**src/rtl/reaction_delay_timer.sv**
```systemverilog
// Reaction-time game core: random foreperiod from the LFSR word, stimulus LED,
// millisecond reaction count with false-start detection and saturation.
module reaction_delay_timer #(
  parameter int unsigned TICK_DIV     = 50000,
  parameter int unsigned MIN_DELAY_MS = 1000,
  parameter int unsigned RT_MAX       = 9999
) (
  input  logic        cin,
  input  logic        rst,
  input  logic        start,
  input  logic        btn,
  input  logic [11:0] rnd,
  output logic        led,
  output logic        busy,
  output logic        done,
  output logic        foul,
  output logic [13:0] rt_ms,
  output logic        rt_valid
);

  localparam int unsigned PsW = (TICK_DIV > 2) ? $clog2(TICK_DIV) : 1;
  localparam logic [PsW-1:0] PsLast   = PsW'(TICK_DIV - 1);
  localparam logic [13:0]    RtMax    = 14'(RT_MAX);
  localparam logic [12:0]    MinDelay = 13'(MIN_DELAY_MS);

  typedef enum logic [2:0] {StIdle, StWait, StArmed, StDone, StFoul} state_e;

  state_e         state;
  logic [PsW-1:0] ps;
  logic [12:0]    dcnt;
  logic [13:0]    rcnt;
  logic           btn_q;
  logic           btn_edge;
  logic           tick;

  assign btn_edge = btn & ~btn_q;
  assign tick     = (ps == PsLast);

  always_ff @(posedge cin) begin
    if (rst) begin
      state    <= StIdle;
      ps       <= '0;
      dcnt     <= '0;
      rcnt     <= '0;
      btn_q    <= 1'b0;
      led      <= 1'b0;
      busy     <= 1'b0;
      done     <= 1'b0;
      foul     <= 1'b0;
      rt_ms    <= '0;
      rt_valid <= 1'b0;
    end else begin
      btn_q    <= btn;
      rt_valid <= 1'b0;
      unique case (state)
        StIdle, StDone, StFoul: begin
          if (start) begin
            dcnt  <= MinDelay + 13'(rnd);
            ps    <= '0;
            state <= StWait;
            busy  <= 1'b1;
            done  <= 1'b0;
            foul  <= 1'b0;
          end
        end
        StWait: begin
          // A false start beats a tick that would arm on the same cycle.
          if (btn_edge) begin
            state <= StFoul;
            busy  <= 1'b0;
            foul  <= 1'b1;
          end else if (tick) begin
            ps <= '0;
            if (dcnt <= 13'd1) begin
              state <= StArmed;
              led   <= 1'b1;
              rcnt  <= '0;
            end else begin
              dcnt <= dcnt - 13'd1;
            end
          end else begin
            ps <= ps + PsW'(1);
          end
        end
        StArmed: begin
          // Result is the count before any same-cycle tick; saturation ends the round.
          if (btn_edge || (rcnt == RtMax)) begin
            state    <= StDone;
            rt_ms    <= rcnt;
            rt_valid <= 1'b1;
            led      <= 1'b0;
            busy     <= 1'b0;
            done     <= 1'b1;
          end else if (tick) begin
            ps   <= '0;
            rcnt <= rcnt + 14'd1;
          end else begin
            ps <= ps + PsW'(1);
          end
        end
        default: state <= StIdle;
      endcase
    end
  end

endmodule
```
**config.mk**
```make
export PLATFORM = sky130hd
export DESIGN_NAME = reaction_delay_timer
export DESIGN_NICKNAME = d
export VERILOG_FILES = /design/src/rtl/reaction_delay_timer.sv
export SDC_FILE = /design/constraint.sdc
export NUM_CORES = 1
export LEC_CHECK = 0
export ABC_AREA = 1
export CORE_MARGIN = 8
export CORE_UTILIZATION = 45
export CTS_CLUSTER_SIZE = 28
export DETAILED_ROUTE_END_ITERATION = 7
export PLACE_DENSITY = 0.75
export SYNTH_ARGS = -nofsm -noshare
export SYNTH_HDL_FRONTEND = slang
export SYNTH_SLANG_ARGS = --single-unit
```
**constraint.sdc**
```tcl
create_clock -name cin -period 2 [get_ports cin]
set_input_delay 0.3 -clock cin [delete_from_list [all_inputs] [get_ports cin]]
set_output_delay 0.3 -clock cin [all_outputs]
set_load 0.05 [all_outputs]
```
==> Word level (Yosys, flattened, before mapping) <==
Index checks and enable logic that the tools add are counted.
{ "word_totals": {"ff_bits": 66, "in_bits": 16, "out_inout_bits": 19} }
{ "classes": {"addsub": 4, "order_cmp": 1, "eq_ne": 17, "n_mux": 36, "bitwise": 3, "reduce_logical": 17} }
{ "ops": {"columns": ["operator", "n"], "rows": [
  ["2-to-1 mux 14 bit", 5],
  ["2-to-1 mux 16 bit", 4],
  ["2-to-1 mux 13 bit", 4],
  ["case mux 16 bit (3 select lines)", 1],
  ["case mux 14 bit (2 select lines)", 1],
  ["case mux 13 bit (2 select lines)", 1],
  ["inequality test 2 bit (second input constant)", 9],
  ["adder 16 x 1 -> 16 bit (second input constant)", 1],
  ["equality test 16 bit (second input constant)", 1],
  ["2-to-1 mux 3 bit", 5],
  ["adder 14 x 1 -> 14 bit (second input constant)", 1],
  ["equality test 14 bit (second input constant)", 1],
  ["adder 10 x 12 -> 13 bit (first input constant)", 1],
  ["less-or-equal comparator 13 x 1 -> 1 bit (second input constant)", 1],
  ["subtractor 13 x 1 -> 13 bit (second input constant)", 1],
  ["AND reduction 4 bit", 3],
  ["2-to-1 mux 1 bit", 10],
  ["AND reduction 5 bit", 2],
  ["case mux 3 bit (3 select lines)", 1],
  ["equality test 3 x 2 -> 1 bit (second input constant)", 2],
  ["inequality test 3 bit (second input constant)", 2],
  ["case mux 1 bit (2 select lines)", 3],
  ["AND reduction 3 bit", 2],
  ["AND reduction 6 bit", 1],
  ["12 further kinds", 15]
]} }

==> Longest topological paths before layout <==
{ "logic_depth": {"ltp_word": 5, "mapped_depth": 13} }

==> Worst setup path after synthesis <==
OpenSTA, ideal clock, no wires.
{ "synth_path": {"path_type": "reg2reg", "startpoint": "register ps[0]", "endpoint": "register rcnt[4]", "setup_ps": 132, "arrival_ps": 1674, "t_required_ps": 1868, "path_slack_ps": 194, "stages_incl_launch_ff": 12, "path_cell_list": "dfxtp_1 > ha_1 > nand2_2 > nor2_8 > inv_2 > nor2_4 > nand2_4 > o21ai_4 > nand3_2 > buf_2 > nand2_1 > a21oi_1"} }
{ "synth_between": {"elab_chain_len": 3} }
{ "synth_rtl": {"columns": ["item", "line", "rtl"], "rows": [
  ["start, declared", "29", "logic [PsW-1:0] ps;"],
  ["start signal, assigned", "82", "ps <= ps + PsW'(1);"],
  ["start signal, assigned", "98", "ps <= ps + PsW'(1);"],
  ["equality test 16 bit (*)", "37", "assign tick = (ps == PsLast);"],
  ["inequality test 2 bit (no source line)", null, null],
  ["AND reduction 6 bit (no source line) (*)", null, null],
  ["end signal, assigned", "96", "rcnt <= rcnt + 14'd1;"],
  ["end, declared", "31", "logic [13:0] rcnt;"]
]} }
Every way passes the cells marked *; elsewhere a longest branch is shown, timed or not.
A chain may end at the register's enable or synchronous reset.

==> Worst setup path after layout <==
{ "layout_path": {"startpoint": "register done", "endpoint": "output port done"} }
{ "layout_rtl": {"columns": ["item", "line", "rtl"], "rows": [
  ["start, declared", "15", "output logic done,"],
  ["start signal, assigned", "48", "done <= 1'b0;"],
  ["start signal, assigned", "62", "done <= 1'b0;"],
  ["start signal, assigned", "93", "done <= 1'b1;"]
]} }
No word-level cell between the ends.

==> results by group <==
Run status
  • Run status: finished clean

Floorplan
  • Core Area: 8720 um^2
  • Die area: 12300 um^2
  • I/O pins: 35
  • Die Y: approximately 110 um
  • Std-Cell Rows: 34
  • Die W: approximately 110 um
  • Initial Utilization: 46.6%

Timing
  • Worst-Margin Slew: between 0.5 and 0.6 ns
  • Slew Viols, Final: 0
  • Max Fclk: 530 MHz
  • Final setup fails: 0
  • Setup WS post-layout: about 0.11 ns
  • Fin Hold WS: 0.340 ns
  • Max transition margin: between 60 and 70%
  • Final Cycle Share: a little over nine tenths
  • Setup TNS: 0 ns
  • Period minus WS final: about 1.9 ns
  • Skew final: around 0.0075 ns
  • Final-report hold violation count: 0

Worst setup path
  • CP max stage delay: ~0.85 ns
  • WP data arrival: between 1.5 and 2 ns
  • Crit path capture type: output port
  • Cells on worst reg2reg path: 11
  • Critical Path RT: ~1.7 ns
  • Crit path depth: 1
  • Startpoint class of the critical path: register
  • Critical-path maximum fanout: 2
  • Worst path cell trace: clkdlybuf4s50_1
  • Crit-path leading delay family: buffers and inverters
  • CP bufs+invs: 1
  • Setup CP Type: register to output port
  • CP max-delay cell: clkdlybuf4s50_1

Finish
  • Layout Utilization: around 55%
  • Area Growth Syn to Fin: 18.3%
  • Ant diodes: 0
  • Nets@finish: roughly 700
  • Share of post-route cells with drive strength above 1: 10.3%
  • Finished Layout Cells: 806
  • Design area: between 4000 and 5000 um^2

GRT
  • Initial antenna violation count: 0
  • First-pass GRT wire length: approximately 18000 um
  • All-layer global routing usage: about 17%
  • Vias in the first global route: between 3000 and 4000
  • Largest net degree at the start of global routing: 38
  • Global route total overflow: 0

Placement
  • Inst Count DP: approximately 800
  • Routability Congestion: ~0.88
  • Cell Area, Placed: roughly 4600 um^2
  • Worst slack at placement: -0.0550 ns
  • Port bufs: 34
  • Detailed Place HPWL: a little under 8000 um

Route
  • Final wirelength: approximately 11000 um
  • Drt via density: around 5.3
  • TritonRoute pass-1 iters: 5
  • Drt drc: 0
  • DRT antenna net count: 0
  • Iteration-0 DRC Markers: between 200 and 250
  • Via count: 4266
  • Routed wire per std cell: between 10 and 15 um

Power
  • Peak supply drop: approximately 0.55 mV
  • Leakage: between 1.5 and 2 nW
  • Cell Pwr Density: between 900 and 1000 nW/um^2
  • Design Power: around 4.4 mW

Clocking
  • CTS H-tree depth: 3
  • CTS buffer count: 9
  • Clock transition at path regs: 0.07 ns
  • Root buffer cell: clkbuf_8
  • Clock tree sinks: 66
  • CTS tree: yes
  • Worst skew pair latency: between 0.3 and 0.4 ns
  • Clock Tree Buf Depth: 2

Worst hold path
  • Cells on Worst Hold Path: 2
  • HP Class: input port to register

Yosys
  • Number of library cell types mapped by synthesis: 37
  • Synth async-reset ratio: 0%
  • Top cells by area, synth: dfxtp_1 33%, nand2_1 17%, nor2_1 9.4%
  • Seq/Total Area, Yosys: about a third
  • Leading area contributor after synthesis: dfxtp_1
  • Synth Flop Type: dfxtp_1
  • Post-synth top area share: between 30% and 40%
  • Syn. warnings: 0
  • Syn_area_per_cell: 6.26 um^2
  • Syn_nets: 670
  • Synth Register Bits: 66
  • Post-Synthesis Cells: ~650
  • EDFF count, synth: 0
  • Area of the mapped netlist: around 4100 um^2

Job
  • Maxcap violations: 0
[worst reg2reg max path: stages (launching register included)]
cell and delay (ns):
dfxtp_1 0.38, ha_2 0.21, nand2_2 0.09, nor2_8 0.12, inv_2 0.05, nor2_4 0.11
nand2_4 0.13, nand2_2 0.16, nand3_4 0.19, buf_4 0.21, nand2_1 0.05, a21oi_1 0.06
[layer usage]
metal  GRT usage, %  vias to the layer above  share of wire (%)
met5              0                        -                  0
met4           4.50                        0               0.91
met3           5.41                       10                7.3
met2           27.0                      142                 44
met1           21.9                     1924                 48
li1               -                     2190                  -
[cells in the final DEF, fill, tap and decap left out, types with 2 or more instances in the layout]
cell             netlist  routed
buf_4                  2      22
dfxtp_1               66      65
xor2_1                17      17
nor2_4                 2       2
nand3_4                1       2
inv_2                  9       7
nand3b_1               4       4
nand2_2                2       4
ha_1                   5       4
or2_2                  2       2
a21oi_1               61      61
clkinv_2               0       3
nand4_1               21      21
a31oi_1                2       2
nor2_2                 3       4
clkbuf_8               0      10
o21ai_0               15      15
nor2_1               102     101
nand3_1               47      47
nor3b_1                2       2
nand2_1              185     183
clkdlybuf4s50_1        0      33
clkbuf_1              14       3
o21ai_1                3       2
nand2_4                3       3
inv_1                 49      49
xnor2_1                2       2
nor3_1                11      11
[power by group]
part / total, mW / switching [mW] / internal, mW
Sequential: 1.58 / 0.127 / 1.45
Clock: 0.985 / 0.505 / 0.479
Combinational: 1.82 / 1.20 / 0.621
Total: 4.38 / 1.84 / 2.55
[cells by family after synthesis]
group / share of synthesized area [%]
XOR/XNOR: 4.10
flip-flops: 32.5
buffers and inverters: 8.53
AO/OA/AOI/OAI: 11.3
AND/OR/NAND/NOR: 42.0
adder cells (fa/ha/maj): 1.54
[flip-flops by register name, indices dropped and copies added, names as in the netlist]
name / cells
ps: 16
rt_valid: 1
busy: 1
rt_ms: 14
rcnt: 14
dcnt: 13
state: 3
foul: 1
btn_q: 1
done: 1
led: 1
[cell usage after synthesis (7+ instances only)]
cell type,n
nand2_1,185
nor2_1,102
dfxtp_1,66
a21oi_1,61
inv_1,49
nand3_1,47
nand4_1,21
xor2_1,17
o21ai_0,15
clkbuf_1,14
nor3_1,11
inv_2,9
buf_2,7
[final timing paths]
| check | start | endpoint | slack, ns |
|---|---|---|---|
| max | done$_SDFFE_PP0P_ | done | 0.11 |
| min | rst | btn_q$_SDFF_PP0_ | 0.34 |
| max reg2reg | ps[1]$_SDFFE_PP0P_ | dcnt[5]$_SDFFE_PP0P_ | 0.14 |
| min reg2reg | rt_ms[9]$_SDFFE_PP0P_ | rt_ms[9]$_SDFFE_PP0P_ | 0.47 |
[cell type report]
class	instances	area (um^2)
Timing Repair Buffer	58	527
Multi-Input combinational cell	500	2430
Inverter	58	225
Tap cell	108	135
Fill cell	856	3920
Clock buffer	13	149
Sequential cell	66	1320
Clock inverter	3	15.0
[what timing repair did]
action / 4_1_cts / 5_1_grt
buffers inserted: 0 / 1
endpoints found under the setup margin: 0 / 26
hold buffers: 0 / 0
gates resized for setup: 0 / 15
Note: power is estimated with default switching activity, not from simulation.
